--- config.mk ---
export PLATFORM = sky130hd
export DESIGN_NAME = hdownscale2_stage
export DESIGN_NICKNAME = d
export VERILOG_FILES = /design/src/rtl/hdownscale2_stage.sv
export SDC_FILE = /design/constraint.sdc
export NUM_CORES = 1
export LEC_CHECK = 0
export ABC_CLOCK_PERIOD_IN_PS = 4200
export CAP_MARGIN = 20
export CORE_UTILIZATION = 34
export DETAILED_ROUTE_END_ITERATION = 6
export DONT_BUFFER_PORTS = 1
export GPL_TIMING_DRIVEN = 0
export HOLD_SLACK_MARGIN = 0.05
export PLACE_DENSITY = 0.51
export SLEW_MARGIN = 0
export SYNTH_ARGS = -nofsm -noshare
export SYNTH_HDL_FRONTEND = slang
export SYNTH_SLANG_ARGS = --single-unit
--- constraint.sdc ---
create_clock -name fclk -period 4.2 [get_ports fclk]
set_clock_uncertainty 0.05 [all_clocks]
set_input_delay 1.26 -clock fclk [delete_from_list [all_inputs] [get_ports fclk]]
set_output_delay 1.26 -clock fclk [all_outputs]
set_load 0.02 [all_outputs]
--- src/rtl/hdownscale2_stage.sv ---
// 2:1 horizontal downscaler: averages adjacent 8-bit pixel pairs, two 64b input words per 64b output word.
module hdownscale2_stage #(
  parameter bit          ROUND = 1'b1,
  parameter int unsigned CNT_W = 32
) (
  input  logic             fclk,
  input  logic             rst_n,
  input  logic             frame_start,
  input  logic [CNT_W-1:0] frame_words,
  input  logic [63:0]      din,
  input  logic             din_valid,
  output logic             din_ready,
  output logic [63:0]      dout,
  output logic             dout_valid,
  input  logic             dout_ready,
  output logic             busy,
  output logic             frame_done
);

  localparam int unsigned PIX_W  = 8;
  localparam int unsigned HALF_W = 32;

  typedef enum logic [1:0] {
    S_IDLE  = 2'd0,
    S_RUN   = 2'd1,
    S_FLUSH = 2'd2
  } state_t;

  state_t             r_state;
  logic [CNT_W-1:0]   r_remaining;
  logic               r_half_valid;
  logic [HALF_W-1:0]  r_half;
  logic [63:0]        r_dout;
  logic               r_dout_valid;
  logic               r_frame_done;

  logic               w_out_free;
  logic               w_fire_in;
  logic               w_last;
  logic [HALF_W-1:0]  w_avg;

  // Four pair averages of one input word; 9-bit sum so 0xFF+0xFF+1 cannot overflow.
  function automatic logic [HALF_W-1:0] avg4(input logic [63:0] w);
    logic [8:0]        s;
    logic [HALF_W-1:0] r;
    r = '0;
    for (int k = 0; k < 4; k++) begin
      s = 9'(w[16*k +: PIX_W]) + 9'(w[16*k+8 +: PIX_W]) + 9'(ROUND);
      r[PIX_W*k +: PIX_W] = s[8:1];
    end
    return r;
  endfunction

  // Output register can take new data this cycle (empty or being drained).
  assign w_out_free = !r_dout_valid || dout_ready;
  assign w_fire_in  = din_valid && din_ready;
  assign w_last     = (r_remaining == CNT_W'(1));
  assign w_avg      = avg4(din);

  // First word of a pair only fills the half buffer, so it never waits on the output.
  assign din_ready  = (r_state == S_RUN) && (!r_half_valid || w_out_free);
  assign busy       = (r_state != S_IDLE);
  assign dout       = r_dout;
  assign dout_valid = r_dout_valid;
  assign frame_done = r_frame_done;

  // Frame FSM, pair assembly and registered output stage.
  always_ff @(posedge fclk or negedge rst_n) begin
    if (!rst_n) begin
      r_state      <= S_IDLE;
      r_remaining  <= '0;
      r_half_valid <= 1'b0;
      r_half       <= '0;
      r_dout       <= '0;
      r_dout_valid <= 1'b0;
      r_frame_done <= 1'b0;
    end else begin
      r_frame_done <= 1'b0;
      if (r_dout_valid && dout_ready) begin
        r_dout_valid <= 1'b0;
      end
      case (r_state)
        S_IDLE: begin
          if (frame_start) begin
            if (frame_words != '0) begin
              r_state      <= S_RUN;
              r_remaining  <= frame_words;
              r_half_valid <= 1'b0;
            end else begin
              r_frame_done <= 1'b1;
            end
          end
        end
        S_RUN: begin
          if (w_fire_in) begin
            r_remaining <= r_remaining - CNT_W'(1);
            if (r_half_valid) begin
              r_dout       <= {w_avg, r_half};
              r_dout_valid <= 1'b1;
              r_half_valid <= 1'b0;
            end else if (w_last && w_out_free) begin
              r_dout       <= {HALF_W'(0), w_avg};
              r_dout_valid <= 1'b1;
            end else begin
              // Odd tail with a stalled output parks here and is padded out in FLUSH.
              r_half       <= w_avg;
              r_half_valid <= 1'b1;
            end
            if (w_last) begin
              r_state <= S_FLUSH;
            end
          end
        end
        S_FLUSH: begin
          if (r_half_valid) begin
            if (w_out_free) begin
              r_dout       <= {HALF_W'(0), r_half};
              r_dout_valid <= 1'b1;
              r_half_valid <= 1'b0;
            end
          end else if (w_out_free) begin
            r_state      <= S_IDLE;
            r_frame_done <= 1'b1;
          end
        end
        default: begin
          r_state <= S_IDLE;
        end
      endcase
    end
  end

endmodule
# Yosys cells after proc, flatten, opt, wreduce, memory -nomap -nowiden
# Cells that the tools add are included.
classes:
  add_sub_neg: 9
  eq_ne: 11
  mux: 37
  bitwise_logic: 2
  n_reduce_logical: 19
op_table:
  columns: ["cell", "count"]
  rows:
  - ["2-to-1 mux 64 bit", 5]
  - ["case mux 64 bit (2 select lines)", 1]
  - ["2-to-1 mux 32 bit", 3]
  - ["case mux 32 bit (2 select lines)", 1]
  - ["adder 8 x 8 -> 9 bit", 4]
  - ["adder 9 x 1 -> 9 bit, second input constant", 4]
  - ["== test 32 x 1 -> 1 bit, second input constant", 1]
  - ["nonzero test 32 bit", 1]
  - ["subtractor 32 x 1 -> 32 bit, second input constant", 1]
  - ["2-to-1 mux 1 bit", 17]
  - ["inequality test 2 bit, second input constant", 7]
  - ["2-to-1 mux 2 bit", 6]
  - ["AND reduction 4 bit", 3]
  - ["case mux 2 bit (3 select lines)", 1]
  - ["AND reduction 6 bit", 1]
  - ["nonzero test 2 bit", 3]
  - ["AND reduction 5 bit", 1]
  - ["logical AND 1 bit", 4]
  - ["case mux 1 bit (2 select lines)", 2]
  - ["inequality test 3 x 2 -> 1 bit, second input constant", 1]
  - ["case mux 1 bit (3 select lines)", 1]
  - ["nonzero test 3 bit", 1]
  - ["== test 2 x 1 -> 1 bit, second input constant", 1]
  - ["== test 2 bit, second input constant", 1]
  - ["other kinds (4)", 7]
totals:
  regBits: 133
  in_bits: 101
  output_inout_bits: 68
  wordCells: 85

# Depth between registers and ports, before layout
depth:
  ltp_word: 7
  mapped_depth: 12
  mapped_depth_nobuf: 8

# Least setup slack after synthesis
# No wires, ideal clock.
synth_path:
  path_kind: "input port to output port"
  from: "input port dout_ready"
  to: "output port din_ready"
  arrival_time_ps: 1886
  path_slack_ps: 1004
  stages: 3
  cell_sequence: "nor2b_1 > clkbuf_1 > a21oi_1"
synth_between:
  elab_chain_len: 3
synth_lines:
  columns: ["element", "line_no", "text"]
  rows:
  - ["from (decl)", "15", "input logic dout_ready,"]
  - ["logical OR 1 bit", "55", "assign w_out_free = !r_dout_valid || dout_ready;"]
  - ["logical OR 1 bit", "61", "assign din_ready = (r_state == S_RUN) && (!r_half_valid || w_out_free);"]
  - ["logical AND 1 bit", "61", null]
  - ["to (decl)", "12", "output logic din_ready,"]
# Every way passes these cells.

# Worst setup path in the final report
layout_path:
  from: "input port frame_words[18]"
  to: "register r_remaining[14]"
layout_between:
  elab_chain_len: 3
layout_lines:
  columns: ["element", "line_no", "text"]
  rows:
  - ["from (decl)", "9", "input logic [CNT_W-1:0] frame_words,"]
  - ["nonzero test 32 bit", "85", "if (frame_words != '0) begin"]
  - ["inequality test 2 bit (no source line)", null, null]
  - ["AND reduction 4 bit (no source line)", null, null]
  - ["to (signal assigned)", "87", "r_remaining <= frame_words;"]
  - ["to (signal assigned)", "96", "r_remaining <= r_remaining - CNT_W'(1);"]
  - ["to (decl)", "30", "logic [CNT_W-1:0] r_remaining;"]
# Every way passes these cells.
# A chain may end at the register's enable or synchronous reset.

==> results.txt <==
Share of the yosys chip area belonging to registers: 42.3%
DRT Pass-1 Iters: 4
Worst Hold Depth: 2
Top cells by area, synth: dfrtp_1 (42%), o21ai_0 (6.4%), nand2_1 (5.9%), ha_1 (5.4%), a21oi_1 (3.4%)
Top FF cell, synth: dfrtp_1
Arrival time worst endpoint: 3.83 ns
Worst r2r src: r_state[1]$_DFFE_PN0P_
Synth Area in XOR/XNOR: 1.78%
Via-to-Cell Ratio: 5.74
Final hold viol count: 0
Antenna cells: 0
Max-Slew Margin vs Limit: 25.6%
Most common cell in the netlist: dfrtp_1
Compound-Gate Fraction of Synth Area: 22.3%
Vias in the first global route: 6561
Synth cell types: 73
WL final: 25.1 mm
Reg-to-reg slack, setup: 0.70 ns
Crit path time final: 3.60 ns
Post-layout util: 39.0%
First-pass GRT wire length: 38.8 mm
Placed Cells: 1166
Most area-hungry cell type in the Yosys netlist: dfrtp_1
Layout cell share with drive strength beyond 1: 8.21%
Root Driver: clkbuf_16
Unrepaired setup endpoints after global routing: no
# setup viols final: 0
Layout Nets: 1039
CP max FO: 10
P&R area growth vs syn: 12.3%
Leak: 3.74 nW
Initial Util: 34.8%
Fillers: 2321
Wirelength per Cell: 20.9 microns
Standard-cell rows: 55
Remaining DRCs: 0
Top-area cell type share of the netlist area: 42.3%
GRT Total Usage: 21.5%
TritonCTS clock tree: yes
Fin crit share: 85.8%
Initial antenna violation count: 0
Post-CTS setup buffer count: 0
Top post-synthesis cells by count: dfrtp_1 (133), nand2_1 (123), o21ai_0 (101)
Result of the run: completed
Min-delay worst type: reg2reg
Largest net degree at the start of global routing: 134
Post-route insts no fill: 1198
Avg Synthesized Cell Area: 8.94 sq um
I/O pin count: 169
Gate Count Post-Synth: 881
Clock slew at reported path FFs: 0.06 ns
Hold_sp: r_half[3]$_DFFE_PN0P_
Num CTS Buffers: 17
Fmax: 278 MHz
Via count: 6880
Chip width: 154 microns
Post-CTS Resized: 0
Seq cells post-synth: 133
Die footprint: 23800 sq um
VDD IR max: 0.272 mV
CTS H-Tree Depth: 4
Remaining antenna violation count: 0
CP endpoint kind: flop
YS warnings: 0
Mux cell area share after synthesis: 3.32%
Adder-Cell Fraction of Synth Area: 6.42%
Skew-Pair Late Insertion Delay: 0.43 ns
Die height: 154 microns
DR iter-0 viols: 324
Largest family of logic cells by synthesized area: compound AO/OA/AOI/OAI gates
Core area: 22600 sq um
Hold path endpoint: r_half[3]$_DFFE_PN0P_
Max-cap violations: 0
IO buf count: 0
Dpl hpwl: 18.3 mm
Post-synthesis async set-or-reset flop share: 100%
# hold bufs at CTS: 0
Startpoint types: input pin
P per Cell Area: 748 nW/um^2
Num Clock Sinks: 133
Sum Neg Setup Slack: 0 ns
R2R Path End: r_remaining[14]$_DFFE_PN0P_
WS Path Type: in2reg
Synthesized area: 7870 sq um
EDFF count, synth: 0
Transition time of the tightest slew-check pin: 1.11 ns
Clock buffer depth: 2
Synth Net Count: 1020
GR Overflow Total: 0
CP required: 4.43 ns
Post-Synth Simple-Gate Area: 19.9%
Max-slew violations: 0
R2R depth: 10
Gpl congestion: 0.884
## through the flow
stage	hold slack [ns]	total power [mW]	area [sq um]	setup WS [ns]
after floorplan	0.392	4.27	7870	1.00
after global placement	0.410	5.04	8230	0.169
after detailed placement	0.420	5.07	8230	0.192
after CTS	0.434	6.65	8840	0.647
after global routing	0.451	7.08	8840	0.431
final	0.429	6.61	8840	0.597
## layout by cell type, fill, tap and decap left out, types with 12 or more instances in the layout
cell and count:
dfrtp_1 133, nand2_1 123, o21ai_0 101, nor2_1 56, a21oi_1 53, clkbuf_1 40
ha_1 34, o31ai_1 30, inv_1 23, nor3_1 20, nand4_1 19, nand3_1 18
clkbuf_16 17, mux2_2 16, nor4_1 15, a21o_1 12
## power by group
part / switching (mW) / total (mW) / leakage, nW / internal, mW
Sequential: 0.884 / 2.76 / 1.68 / 1.88
Combinational: 1.45 / 2.29 / 1.76 / 0.842
Clock: 0.638 / 1.56 / 0.302 / 0.925
## worst max-delay path, cell delays in order
cell	delay (ns)
nor4_1	0.39
nand4_1	0.16
nor4_1	0.90
nor2_1	0.43
clkbuf_1	0.38
o22ai_1	0.25
a21oi_1	0.06
## per-layer routing
metal	wire (microns)	vias to the layer above	GRT usage (%)
met5	0	-	0
li1	-	3277	-
met2	11800	202	34.9
met1	10800	3362	26.9
met3	2050	39	7.19
met4	450	0	6.67
## worst max-delay path by stage
stage,startpoint,endpoint,slack (ns)
after floorplan,dout_ready,din_ready,1.00
after global placement,frame_words[3],r_remaining[1]$_DFFE_PN0P_,0.17
after detailed placement,frame_words[3],r_remaining[1]$_DFFE_PN0P_,0.19
after CTS,frame_words[3],r_remaining[1]$_DFFE_PN0P_,0.65
after global routing,frame_words[3],r_remaining[12]$_DFFE_PN0P_,0.43
final,frame_words[18],r_remaining[14]$_DFFE_PN0P_,0.60
## logic make-up after synthesis
group	after synthesis
multiplexers	24
AND/OR/NAND/NOR	312
adder cells (fa/ha/maj)	38
buffers and inverters	77
AO/OA/AOI/OAI	281
XOR/XNOR	16
flip-flops	133
## state kept, by name, summed over array words and instances (netlist names)
signal / count
dout: 64
dout_valid: 1
frame_done: 1
r_half: 32
r_half_valid: 1
r_remaining: 32
r_state: 2
## cell type report
type / count / area (sq um) / area share, %
inverters: 24 / 90.1 / 1.02
multi-input cells: 671 / 4230 / 47.8
flip-flops and latches: 133 / 3330 / 37.7
clock buffers: 19 / 453 / 5.13
plain buffers: 53 / 228 / 2.58
clock inverters: 13 / 155 / 1.76
well taps: 285 / 357 / 4.04
No activity file was read; power rests on OpenSTA's default activity.
